<file path="src/rtl/e_rr_arb_1hot.sv">
// Round-robin arbiter producing a registered one-hot grant with binary index.
// A grant is held until acknowledged, then priority rotates past the winner.
module e_rr_arb_1hot #(
  parameter  int W     = 4,
  localparam int IDX_W = (W > 1) ? $clog2(W) : 1
) (
  input  logic             clk,
  input  logic             arst_n,
  input  logic [W-1:0]     i_req,
  input  logic             i_ack,
  output logic [W-1:0]     o_gnt,
  output logic             o_gnt_vld,
  output logic [IDX_W-1:0] o_gnt_idx
);

  typedef enum logic {
    S_IDLE,
    S_GRANT
  } state_t;

  state_t           state_q, state_d;
  logic [W-1:0]     gnt_q, gnt_d;
  logic [W-1:0]     ptr_q, ptr_d;
  logic [IDX_W-1:0] idx_q, idx_d;
  logic [W-1:0]     req_masked;
  logic [W-1:0]     ptr_next;

  // First set bit of req at or above the one-hot ptr position, wrapping modulo W.
  function automatic logic [W-1:0] rr_pick(input logic [W-1:0] req, input logic [W-1:0] ptr);
    logic [W-1:0] res;
    int           base;
    int           j;
    logic         found;
    res   = '0;
    base  = 0;
    j     = 0;
    found = 1'b0;
    for (int i = 0; i < W; i++) begin
      if (ptr[i]) base = i;
    end
    for (int k = 0; k < W; k++) begin
      j = base + k;
      if (j >= W) j = j - W;
      if (!found && req[j]) begin
        res[j] = 1'b1;
        found  = 1'b1;
      end
    end
    return res;
  endfunction

  function automatic logic [IDX_W-1:0] onehot_to_idx(input logic [W-1:0] oh);
    logic [IDX_W-1:0] r;
    r = '0;
    for (int i = 0; i < W; i++) begin
      if (oh[i]) r = IDX_W'(i);
    end
    return r;
  endfunction

  function automatic logic [W-1:0] rotl1(input logic [W-1:0] v);
    logic [W-1:0] r;
    r = '0;
    for (int i = 0; i < W; i++) begin
      r[(i + 1) % W] = v[i];
    end
    return r;
  endfunction

  // The granted requester is excluded from the re-arbitration on the ack edge.
  assign req_masked = i_req & ~gnt_q;
  assign ptr_next   = rotl1(gnt_q);

  always_comb begin
    state_d = state_q;
    gnt_d   = gnt_q;
    idx_d   = idx_q;
    ptr_d   = ptr_q;
    case (state_q)
      S_IDLE: begin
        if (|i_req) begin
          gnt_d   = rr_pick(i_req, ptr_q);
          idx_d   = onehot_to_idx(gnt_d);
          state_d = S_GRANT;
        end
      end
      S_GRANT: begin
        if (i_ack) begin
          ptr_d = ptr_next;
          if (|req_masked) begin
            gnt_d = rr_pick(req_masked, ptr_next);
            idx_d = onehot_to_idx(gnt_d);
          end else begin
            gnt_d   = '0;
            idx_d   = '0;
            state_d = S_IDLE;
          end
        end
      end
      default: begin
        gnt_d   = '0;
        idx_d   = '0;
        state_d = S_IDLE;
      end
    endcase
  end

  always_ff @(posedge clk or negedge arst_n) begin
    if (!arst_n) begin
      state_q <= S_IDLE;
      gnt_q   <= '0;
      idx_q   <= '0;
      ptr_q   <= W'(1);
    end else begin
      state_q <= state_d;
      gnt_q   <= gnt_d;
      idx_q   <= idx_d;
      ptr_q   <= ptr_d;
    end
  end

  assign o_gnt     = gnt_q;
  assign o_gnt_idx = idx_q;
  assign o_gnt_vld = (state_q == S_GRANT);

`ifndef SYNTHESIS
  a_onehot0 : assert property (@(posedge clk) disable iff (!arst_n) $onehot0(o_gnt));
  a_vld     : assert property (@(posedge clk) disable iff (!arst_n) o_gnt_vld == (|o_gnt));
  a_idx     : assert property (@(posedge clk) disable iff (!arst_n)
                o_gnt_vld ? (o_gnt == (W'(1) << o_gnt_idx)) : (o_gnt_idx == '0));
  a_stable  : assert property (@(posedge clk) disable iff (!arst_n)
                (o_gnt_vld && !i_ack) |=> $stable(o_gnt) && $stable(o_gnt_idx));
`endif

endmodule

</file>
<file path="config.mk">
export PLATFORM = sky130hd
export DESIGN_NAME = e_rr_arb_1hot
export DESIGN_NICKNAME = d
export VERILOG_FILES = /design/src/rtl/e_rr_arb_1hot.sv
export SDC_FILE = /design/constraint.sdc
export NUM_CORES = 1
export LEC_CHECK = 0
export ABC_AREA = 1
export CELL_PAD_IN_SITES_DETAIL_PLACEMENT = 2
export CELL_PAD_IN_SITES_GLOBAL_PLACEMENT = 2
export CORE_ASPECT_RATIO = 1.2
export CORE_UTILIZATION = 33
export CTS_BUF_LIST = sky130_fd_sc_hd__clkbuf_8
export DETAILED_ROUTE_END_ITERATION = 16
export PLACE_DENSITY_LB_ADDON = 0.1
export SLEW_MARGIN = 20
export SYNTH_ARGS = -nofsm -noshare
export SYNTH_HDL_FRONTEND = slang
export SYNTH_SLANG_ARGS = --single-unit
</file>
<file path="constraint.sdc">
create_clock -name clk -period 3.47 [get_ports clk]
set_clock_uncertainty 0.1 [all_clocks]
set_input_delay 1.041 -clock clk [delete_from_list [all_inputs] [get_ports clk]]
set_output_delay 1.041 -clock clk [all_outputs]
set_load 0.02 [all_outputs]
</file>
==> results of run 1 <==
[worst max-delay path, cell delays in order]
cell,delay [ns]
clkdlybuf4s50_1,0.54
inv_1,0.14
nor2_1,0.34
inv_1,0.08
nand2_1,0.10
nand2_1,0.08
nand2_1,0.08
nand2_2,0.08
nand2_1,0.09
nor2_1,0.05
nor2_1,0.09
nand2_1,0.07
nand2_1,0.07
nand2_1,0.07
nand2_2,0.09
nand3_1,0.08
[power groups by stage]
stage / clock [uW] / combinational [uW] / sequential (uW)
floorplan: 0 / 822 / 234
global placement: 0 / 1070 / 225
detailed placement: 0 / 1140 / 228
CTS: 120 / 1150 / 228
global route: 124 / 1260 / 234
finish: 117 / 1130 / 228
[metrics by stage]
stage	instances	setup WS [ns]	utilization [%]	power [uW]
after floorplan	197	1.21	-	1060
after CTS	250	0.379	41.5	1490
after global routing	250	0.206	41.5	1620
after detailed placement	247	0.167	40.2	1370
final	250	0.390	41.5	1470
after global placement	247	0.293	40.2	1300
[kinds of logic after synthesis]
family	Yosys count	synth area share, %
AO/OA/AOI/OAI	13	6.10
AND/OR/NAND/NOR	149	64.2
buffers and inverters	25	8.62
flip-flops	10	21.0
[cells in the mapped netlist (3+ instances only)]
| master | number |
|---|---|
| nor2_1 | 16 |
| nand2_4 | 6 |
| o21ai_0 | 5 |
| inv_1 | 19 |
| nand2_2 | 7 |
| nand3_2 | 7 |
| inv_2 | 3 |
| a21oi_1 | 3 |
| nand4_1 | 5 |
| dfrtp_1 | 10 |
| nand3_1 | 35 |
| nand2_1 | 67 |
[sequential cells by signal, indices dropped and copies added, names as in the netlist]
register and cells:
o_gnt 4, o_gnt_idx 2, o_gnt_vld 1, ptr_q 3
[final cells by class]
class | count | share of cell area, %
Clock buffer | 3 | 2.93
Inverter | 24 | 6.76
Multi-Input combinational cell | 162 | 59.5
Sequential cell | 10 | 17.8
Tap cell | 37 | 3.29
Timing Repair Buffer | 14 | 9.78
[worst max-delay path by stage]
stage | start | to | slack [ns] | cells after the start
2_1_floorplan | i_req[3] | o_gnt_idx[0] | 1.21 | 15
3_3_place_gp | i_req[3] | o_gnt_idx[1] | 0.29 | 16
3_5_place_dp | i_req[3] | o_gnt_idx[0] | 0.17 | 16
4_1_cts | i_req[3] | o_gnt_idx[0] | 0.38 | 16
5_1_grt | i_req[3] | o_gnt_idx[0] | 0.21 | 16
6_report | i_req[3] | o_gnt_idx[0] | 0.39 | 16
[per-layer routing]
layer / track usage (%) / routed length (microns) / vias up
li1: - / - / 678
met3: 1.92 / 63 / 6
met2: 50.1 / 2380 / 17
met4: 5.79 / 54 / 0
met1: 27.8 / 1760 / 655
met5: 0 / 0 / -
==> impl_metrics.tcl, run 1 <==
set metrics [dict create \
    fillers 449 \
    syn-instance-count 197 \
    max-cap-violations 0 \
    wl_mm 4.25 \
    grt_max_degree 11 \
    synth_top_area_share_pct 21.1 \
    crit_fanout 4 \
    syn_nets 204 \
    cts_root_buf "clkbuf_8" \
    cts_sinks 10 \
    cp.required_ns 3.48 \
    ys.flop_type "dfrtp_1" \
    hpwl_mm 3.52 \
    rows 23 \
    grt_pass1_wl_mm 7.19 \
    p_leak_uw 0.000750 \
    synth-edff-count 0 \
    cts_hold_buf 0 \
    vias_per_cell 5.42 \
    r2r-end "o_gnt_idx[0]" \
    synth_area_sq_um 1190 \
    ir_drop_uv 334 \
    switching_share_pct 59.0 \
    overflow 0 \
    first_iter_violations 45 \
    ys_async_sr_fraction_pct 100 \
    grt_util_all_layers_pct 24.7 \
    p_seq_share_pct 15.5 \
    cts_resized 0 \
    seq_area_sq_um 250 \
    grt_antenna_before_repair 0 \
    worst_pin_slew_ns 0.475 \
    yosys_warnings 0 \
    dieArea_sq_um 3850 \
    syn2layout_area_growth_pct 18.3 \
    gp_congestion 0.858 \
    fin_nets 222 \
    yosysTopAreaCell "nand2_1" \
    relSlewSlack_pct 68.3 \
    tns_ns 0 \
    hp-class "register to register" \
    route.detailed.drc 0 \
    hold_slack_ns 0.404 \
    die_w_microns 56.8 \
    cts_setup_buffers 0 \
    p_int_uw 604 \
    fin_crit_ns 3.08 \
    worstHoldStart "o_gnt_idx[1]" \
    io_buffer_count 13 \
    cts_buffer_depth 2 \
    reg2reg_slack_ns 1.31 \
    fin_area_sq_um 1410 \
    final_cell_mix "nand2_1 (67), nand3_1 (35), inv_1 (19), nor2_1 (16), clkdlybuf4s50_1 (13)" \
    max_freq_mhz 325 \
    wl_per_cell_microns 17.0 \
    cp-end-kind "register" \
    reg2reg_from "o_gnt[2]" \
    slew_violations 0 \
    arrival_ns 3.09 \
    ys_seq_area_share_pct 21.0 \
    worstSetupStartpointType "input pin" \
    grt_pass1_vias 1495 \
    clkLatencyLatePin_ns 0.23 \
    n_antenna_cell 0 \
    htreeDepth 1 \
    cts_made_buffers 3 \
    setup_viol 0 \
    hold_viol 0 \
    core_sq_um 3400 \
    holdPathEnd "o_gnt_idx[1]" \
    rsz0062_at_grt "false" \
    dr.pass1.iters 4 \
    p_clk_share_pct 8.0 \
    dr_total_vias 1356 \
    status "finished, final reports clean" \
    synth_cell_type_count 24 \
    finalCritPeriodShare_pct 88.8 \
    start_util_pct 35.0 \
    synthTopCellsByArea "nand2_1 (21%), dfrtp_1 (21%), nand3_1 (15%)" \
    clkTransAtPathRegs_ns 0.05 \
    p_sw_uw 869 \
    power-per-cell-area_nw_per_um2 1050 \
    avgSynthCellArea_sq_um 6.04 \
    r2r_cells 15 \
    hold_depth 2 \
    placed_area_sq_um 1370 \
    multi_input_area_sq_um 837 \
    tritoncts "built" \
    layout-drive-gt1-share_pct 15.5 \
    ios 14 \
    ys_ff_latch 10 \
    die_h_microns 67.8 \
    final_common_cell "nand2_1" \
    ant_nets 0 \
    crit_type "input pin to register" \
    comb_power_share_pct 76.5 \
]
(Power assumes the default switching activity.)
==> inputs of run 2 (changes only) <==
ABC_AREA = default   (was 1)
CORE_UTILIZATION = 36   (was 33)
==> run 2 against run 1 <==
The run now ends with negative setup slack left. Combinational power is 44% lower. Power fell by 26%. Synthesized cell count fell by 26%. Synthesized area fell by 6.1%. Count of clock-buffer cells in the layout is 1 higher. Die area decreased by 13%. Non-clock buffer count up 20. Worst hold slack gained 0.020 ns. First-iteration DRC count rose by 8.9%. Final cell count shrank 18%. Fmax shrank 13%.
==> impl_metrics.tcl, run 2 <==
set metrics [dict create \
    finalCritPeriodShare_pct 101 \
    die_h_microns 63.0 \
    syn_nets 153 \
    cts_root_buf "clkbuf_8" \
    slowest_delay_ns 0.66 \
    grt_pass1_vias 1455 \
    worstSetupStartpointType "input pin" \
    cts_buffer_depth 2 \
    synthTopCellsByArea "dfrtp_1 (22%), mux2i_1 (4.5%), nor2b_1 (4.5%)" \
    p_seq_share_pct 26.8 \
    tritoncts "built" \
    ios 14 \
    p_clk_share_pct 15.4 \
    p_leak_uw 0.000633 \
    holdPathEnd "o_gnt_idx[0]" \
    io_buffer_count 13 \
    power-per-cell-area_nw_per_um2 756 \
    route.detailed.drc 0 \
    multi_input_area_sq_um 778 \
    dr.pass1.iters 5 \
    overflow 0 \
    reg2reg_from "ptr_q[3]" \
    power_uw 1090 \
    setup_ws_ns -0.0517 \
    syn2layout_area_growth_pct 28.8 \
    r2r-end "o_gnt_idx[0]" \
    failed_checks "negative setup slack" \
    max-cap-violations 0 \
    layout-drive-gt1-share_pct 21.2 \
    hold_slack_ns 0.424 \
    final_cell_mix "buf_4 (21), clkdlybuf4s50_1 (12), nand2_1 (11), nor2_1 (11)" \
    yosys_warnings 0 \
    largest_reg_flops 4 \
    cts_sinks 10 \
    cp_slowest_cell "a2111oi_1" \
    synth_top_area_share_pct 22.4 \
    p_sw_uw 554 \
    cts_made_buffers 3 \
    crit_fanout 12 \
    grt_pass1_wl_mm 8.23 \
    dr_total_vias 1393 \
    arrival_ns 3.56 \
    status "finished with violations" \
    cts_hold_buf 0 \
    clkLatencyLatePin_ns 0.26 \
    p_int_uw 534 \
    cp-end-kind "register" \
    cp.required_ns 3.50 \
    slew_violations 0 \
    ys.flop_type "dfrtp_1" \
    ys_ff_latch 10 \
    worstHoldStart "o_gnt_idx[0]" \
    synth-edff-count 0 \
    cpLargestDelayFamily "compound AO/OA/AOI/OAI gates" \
    start_util_pct 39.0 \
    htreeDepth 1 \
    hold_depth 1 \
    grt_antenna_before_repair 0 \
    ant_nets 0 \
    core_sq_um 2860 \
    crit_chain "clkdlybuf4s50_1, buf_4, and2b_1, a2111oi_1, nor4_1, o21ai_0, nand2_1, a211o_1" \
    relSlewSlack_pct 53.1 \
    wl_per_cell_microns 28.8 \
    max_freq_mhz 284 \
    grt_max_degree 18 \
    ys_seq_area_share_pct 22.4 \
    comb_power_share_pct 57.8 \
    tns_ns -0.0813 \
    seq_area_sq_um 250 \
    ir_drop_uv 475 \
    reg2reg_slack_ns 0.72 \
    dieArea_sq_um 3330 \
    clkTransAtPathRegs_ns 0.06 \
    crit_type "input pin to register" \
    syn-instance-count 146 \
    critPathBufInv 2 \
    final_common_cell "buf_4" \
    first_iter_violations 49 \
    rows 21 \
    die_w_microns 52.9 \
    fin_nets 178 \
    wl_mm 5.87 \
    vias_per_cell 6.83 \
    synth_commonest_cells "nand2_1 (11), nor2_1 (11), dfrtp_1 (10), o21ai_0 (10), buf_2 (9)" \
    n_antenna_cell 0 \
    hpwl_mm 3.22 \
    fillers 306 \
    avgSynthCellArea_sq_um 7.65 \
    r2r_cells 5 \
    ys_async_sr_fraction_pct 100 \
    synth_area_sq_um 1120 \
    setup_viol 3 \
    hp-class "register to register" \
    worst_pin_slew_ns 0.684 \
    switching_share_pct 51.0 \
    yosysTopAreaCell "dfrtp_1" \
    gp_congestion 0.808 \
    fin_crit_ns 3.52 \
    grt_util_all_layers_pct 35.2 \
    hold_viol 0 \
    synth_cell_type_count 46 \
]
==> run 2: worst max-delay path by stage <==
stage	start	end	slack [ns]	depth (start not counted)
detailed placement	i_req[0]	o_gnt_idx[1]	-0.21	8
finish	i_req[0]	o_gnt_idx[1]	-0.05	8
floorplan	i_req[0]	o_gnt_idx[0]	0.52	7
global placement	i_req[0]	o_gnt_idx[1]	-0.15	8
CTS	i_req[1]	o_gnt_idx[0]	0.07	7
global route	i_req[0]	o_gnt_idx[1]	-0.10	8
==> run 2: through the flow <==
stage	util, %	setup slack (ns)	instance area (sq um)	cells
finish	50.2	-0.0517	1440	204
global route	50.2	-0.101	1440	204
global placement	47.5	-0.146	1360	199
detailed placement	47.5	-0.213	1360	199
floorplan	-	0.518	1120	146
CTS	49.5	0.0677	1420	203
==> run 2: kinds of logic after synthesis <==
kind of cell    after synthesis  synth area share, %
compound gates               44                 27.5
mux                           8                 7.50
buf+inv                      20                 9.07
flops                        10                 22.4
simple gates                 64                 33.5
==> run 2: cell type report <==
cell class | instances | share of cell area [%]
Sequential cell | 10 | 17.4
Inverter | 6 | 1.57
Clock buffer | 4 | 3.83
Tap cell | 34 | 2.96
Timing Repair Buffer | 34 | 20.2
Multi-Input combinational cell | 116 | 54.1
==> run 2: power groups by stage <==
stage | clock [uW] | combinational (uW) | sequential (uW)
6_report | 168 | 628 | 292
2_1_floorplan | 0 | 393 | 221
5_1_grt | 173 | 658 | 297
4_1_cts | 157 | 581 | 281
3_3_place_gp | 0 | 517 | 269
3_5_place_dp | 0 | 542 | 279
==> run 2: per-layer routing <==
layer	global-route usage, %	vias to the layer above	wire, microns
li1	-	599	-
met1	39.0	714	2340
met2	62.8	54	3070
met3	5.60	26	231
met4	15.8	0	228
met5	0	-	0
==> run 2: what timing repair did <==
item	4_1_cts	5_1_grt
gates cloned	0	0
endpoints found under the hold margin	0	0
setup endpoints to repair	1	4
buffers inserted	0	1
pin swaps	0	1
gates resized for setup	1	4
==> inputs of run 3 (changes only) <==
CORE_MARGIN = 2   (was default)
==> run 3 against run 2 <==
The run now ends clean. Wire length fell by 21%. Sequential cell count did not move. Count of clock-buffer cells in the layout did not move. Critical path type unchanged. Critical endpoint is now o_gnt_idx[0].
==> impl_metrics.tcl, run 3 (synthesis gave the netlist of run 2 again) <==
set metrics [dict create \
    status "finished, final reports clean" \
    rows 22 \
    cts_hold_buf 0 \
    start_util_pct 37.2 \
    slowest_delay_ns 0.54 \
    setup_viol 0 \
    largest_reg_flops 4 \
    syn2layout_area_growth_pct 31.5 \
    cts_setup_buffers 0 \
    final_cell_mix "buf_4 (23), nand2_1 (11), nor2_1 (11), clkdlybuf4s50_1 (11)" \
    overflow 0 \
    crit_type "input pin to register" \
    worstSetupStartpointType "input pin" \
    grt_pass1_vias 1420 \
    finalCritPeriodShare_pct 96.8 \
    grt_antenna_before_repair 0 \
    die_h_microns 65.0 \
    cp-end-kind "register" \
    dr_total_vias 1315 \
    arrival_ns 3.38 \
    cts_made_buffers 3 \
    clkLatencyLatePin_ns 0.24 \
    crit_chain "clkdlybuf4s50_1, mux2_2, a222oi_1, a211o_1, a211oi_1, or4b_4, a211o_1" \
    tritoncts "built" \
    io_buffer_count 13 \
    rsz0062_at_grt "false" \
    cts_buffer_depth 2 \
    cp_slowest_cell "or4b_4" \
    path_common_cell "a211o_1" \
    grt_pass1_wl_mm 6.95 \
    dr.pass1.iters 4 \
    vias_per_cell 6.29 \
    worst_pin_slew_ns 0.515 \
    die_w_microns 54.9 \
    relSlewSlack_pct 64.7 \
    hold_viol 0 \
    dieArea_sq_um 3570 \
    route.detailed.drc 0 \
    fin_util_pct 49.0 \
    fin_nets 181 \
    ios 14 \
    first_iter_violations 24 \
    ir_drop_uv 412 \
    htreeDepth 1 \
    ant_nets 0 \
    hold_slack_ns 0.409 \
    n_antenna_cell 0 \
    slew_violations 0 \
    cts_root_buf "clkbuf_8" \
    crit_fanout 5 \
    grt_util_all_layers_pct 27.3 \
    hp-class "register to register" \
    final_common_cell "buf_4" \
    layout-drive-gt1-share_pct 22.0 \
    clkTransAtPathRegs_ns 0.05 \
    max_freq_mhz 298 \
    grt_max_degree 18 \
    wl_per_cell_microns 22.2 \
    max-cap-violations 0 \
    wl_mm 4.65 \
    hpwl_mm 3.35 \
    gp_congestion 0.877 \
    cp.required_ns 3.49 \
    power-per-cell-area_nw_per_um2 688 \
    cts_sinks 10 \
    core_sq_um 3000 \
    p_leak_uw 0.000650 \
    fin_crit_ns 3.36 \
]
-- run 3: cell types whose count changed in the layout (fill, tap and decap cells not counted), sizes merged --
cell / delta
clkdlybuf4s50: -1
dlygate4sd2: +1
buf: +3
-- run 3: routing by layer --
layer	vias to the layer above	track usage (%)	share of wire, %
li1	609	-	-
met1	682	29.6	41
met2	17	49.1	56
met3	7	4.61	1.7
met4	0	11.6	1.5
met5	-	0	0
-- run 3: worst paths after layout --
check,end,cells after the start,slack (ns),from
max,o_gnt_idx[0],7,0.11,i_req[2]
min,o_gnt_idx[0],1,0.41,o_gnt_idx[0]
max reg2reg,o_gnt_idx[0],6,0.68,o_gnt[0]
min reg2reg,o_gnt_idx[0],1,0.41,o_gnt_idx[0]
max in group asynchronous,o_gnt[1],1,1.90,arst_n
min in group asynchronous,ptr_q[1],1,1.03,arst_n
-- run 3: final cells by class --
cell class,instances,area [sq um]
fill,330,1530
multi-input combinational,116,772
timing repair buffer,37,324
sequential,10,250
clock buffer,4,55.1
tap,36,45.0
inverter,6,22.5
-- run 3: where the power goes --
group / internal (uW) / leakage [uW] / switching [uW]
logic: 274 / 0.000494 / 302
clock network: 100 / 0.0000288 / 49.8
registers: 157 / 0.000127 / 128
total: 531 / 0.000650 / 480
-- run 3: per-stage QoR --
stage / setup slack (ns) / cell area [sq um] / power (uW) / setup TNS (ns) / cells
6_report: 0.111 / 1470 / 1010 / 0 / 209
5_1_grt: 0.0134 / 1470 / 1070 / 0 / 209
4_1_cts: 0.0771 / 1460 / 997 / 0 / 209
3_5_place_dp: -0.367 / 1410 / 837 / -0.811 / 205
3_3_place_gp: -0.194 / 1410 / 803 / -0.492 / 205
2_1_floorplan: 0.518 / 1120 / 613 / 0 / 146
-- run 3: critical path: cells and delay by family --
kind                   cells  cell delay [ns]
buffers and inverters      1             0.48
AND/OR/NAND/NOR            1             0.54
multiplexers               1             0.32
AO/OA/AOI/OAI              4             1.01
-- run 3: timing repair --
| item | in CTS | in global routing |
|---|---|---|
| pin swaps | 0 | 3 |
| hold endpoints to repair | 0 | 0 |
| gates resized for setup | 1 | 4 |
| setup endpoints to repair | 2 | 3 |
| cloned | 0 | 0 |
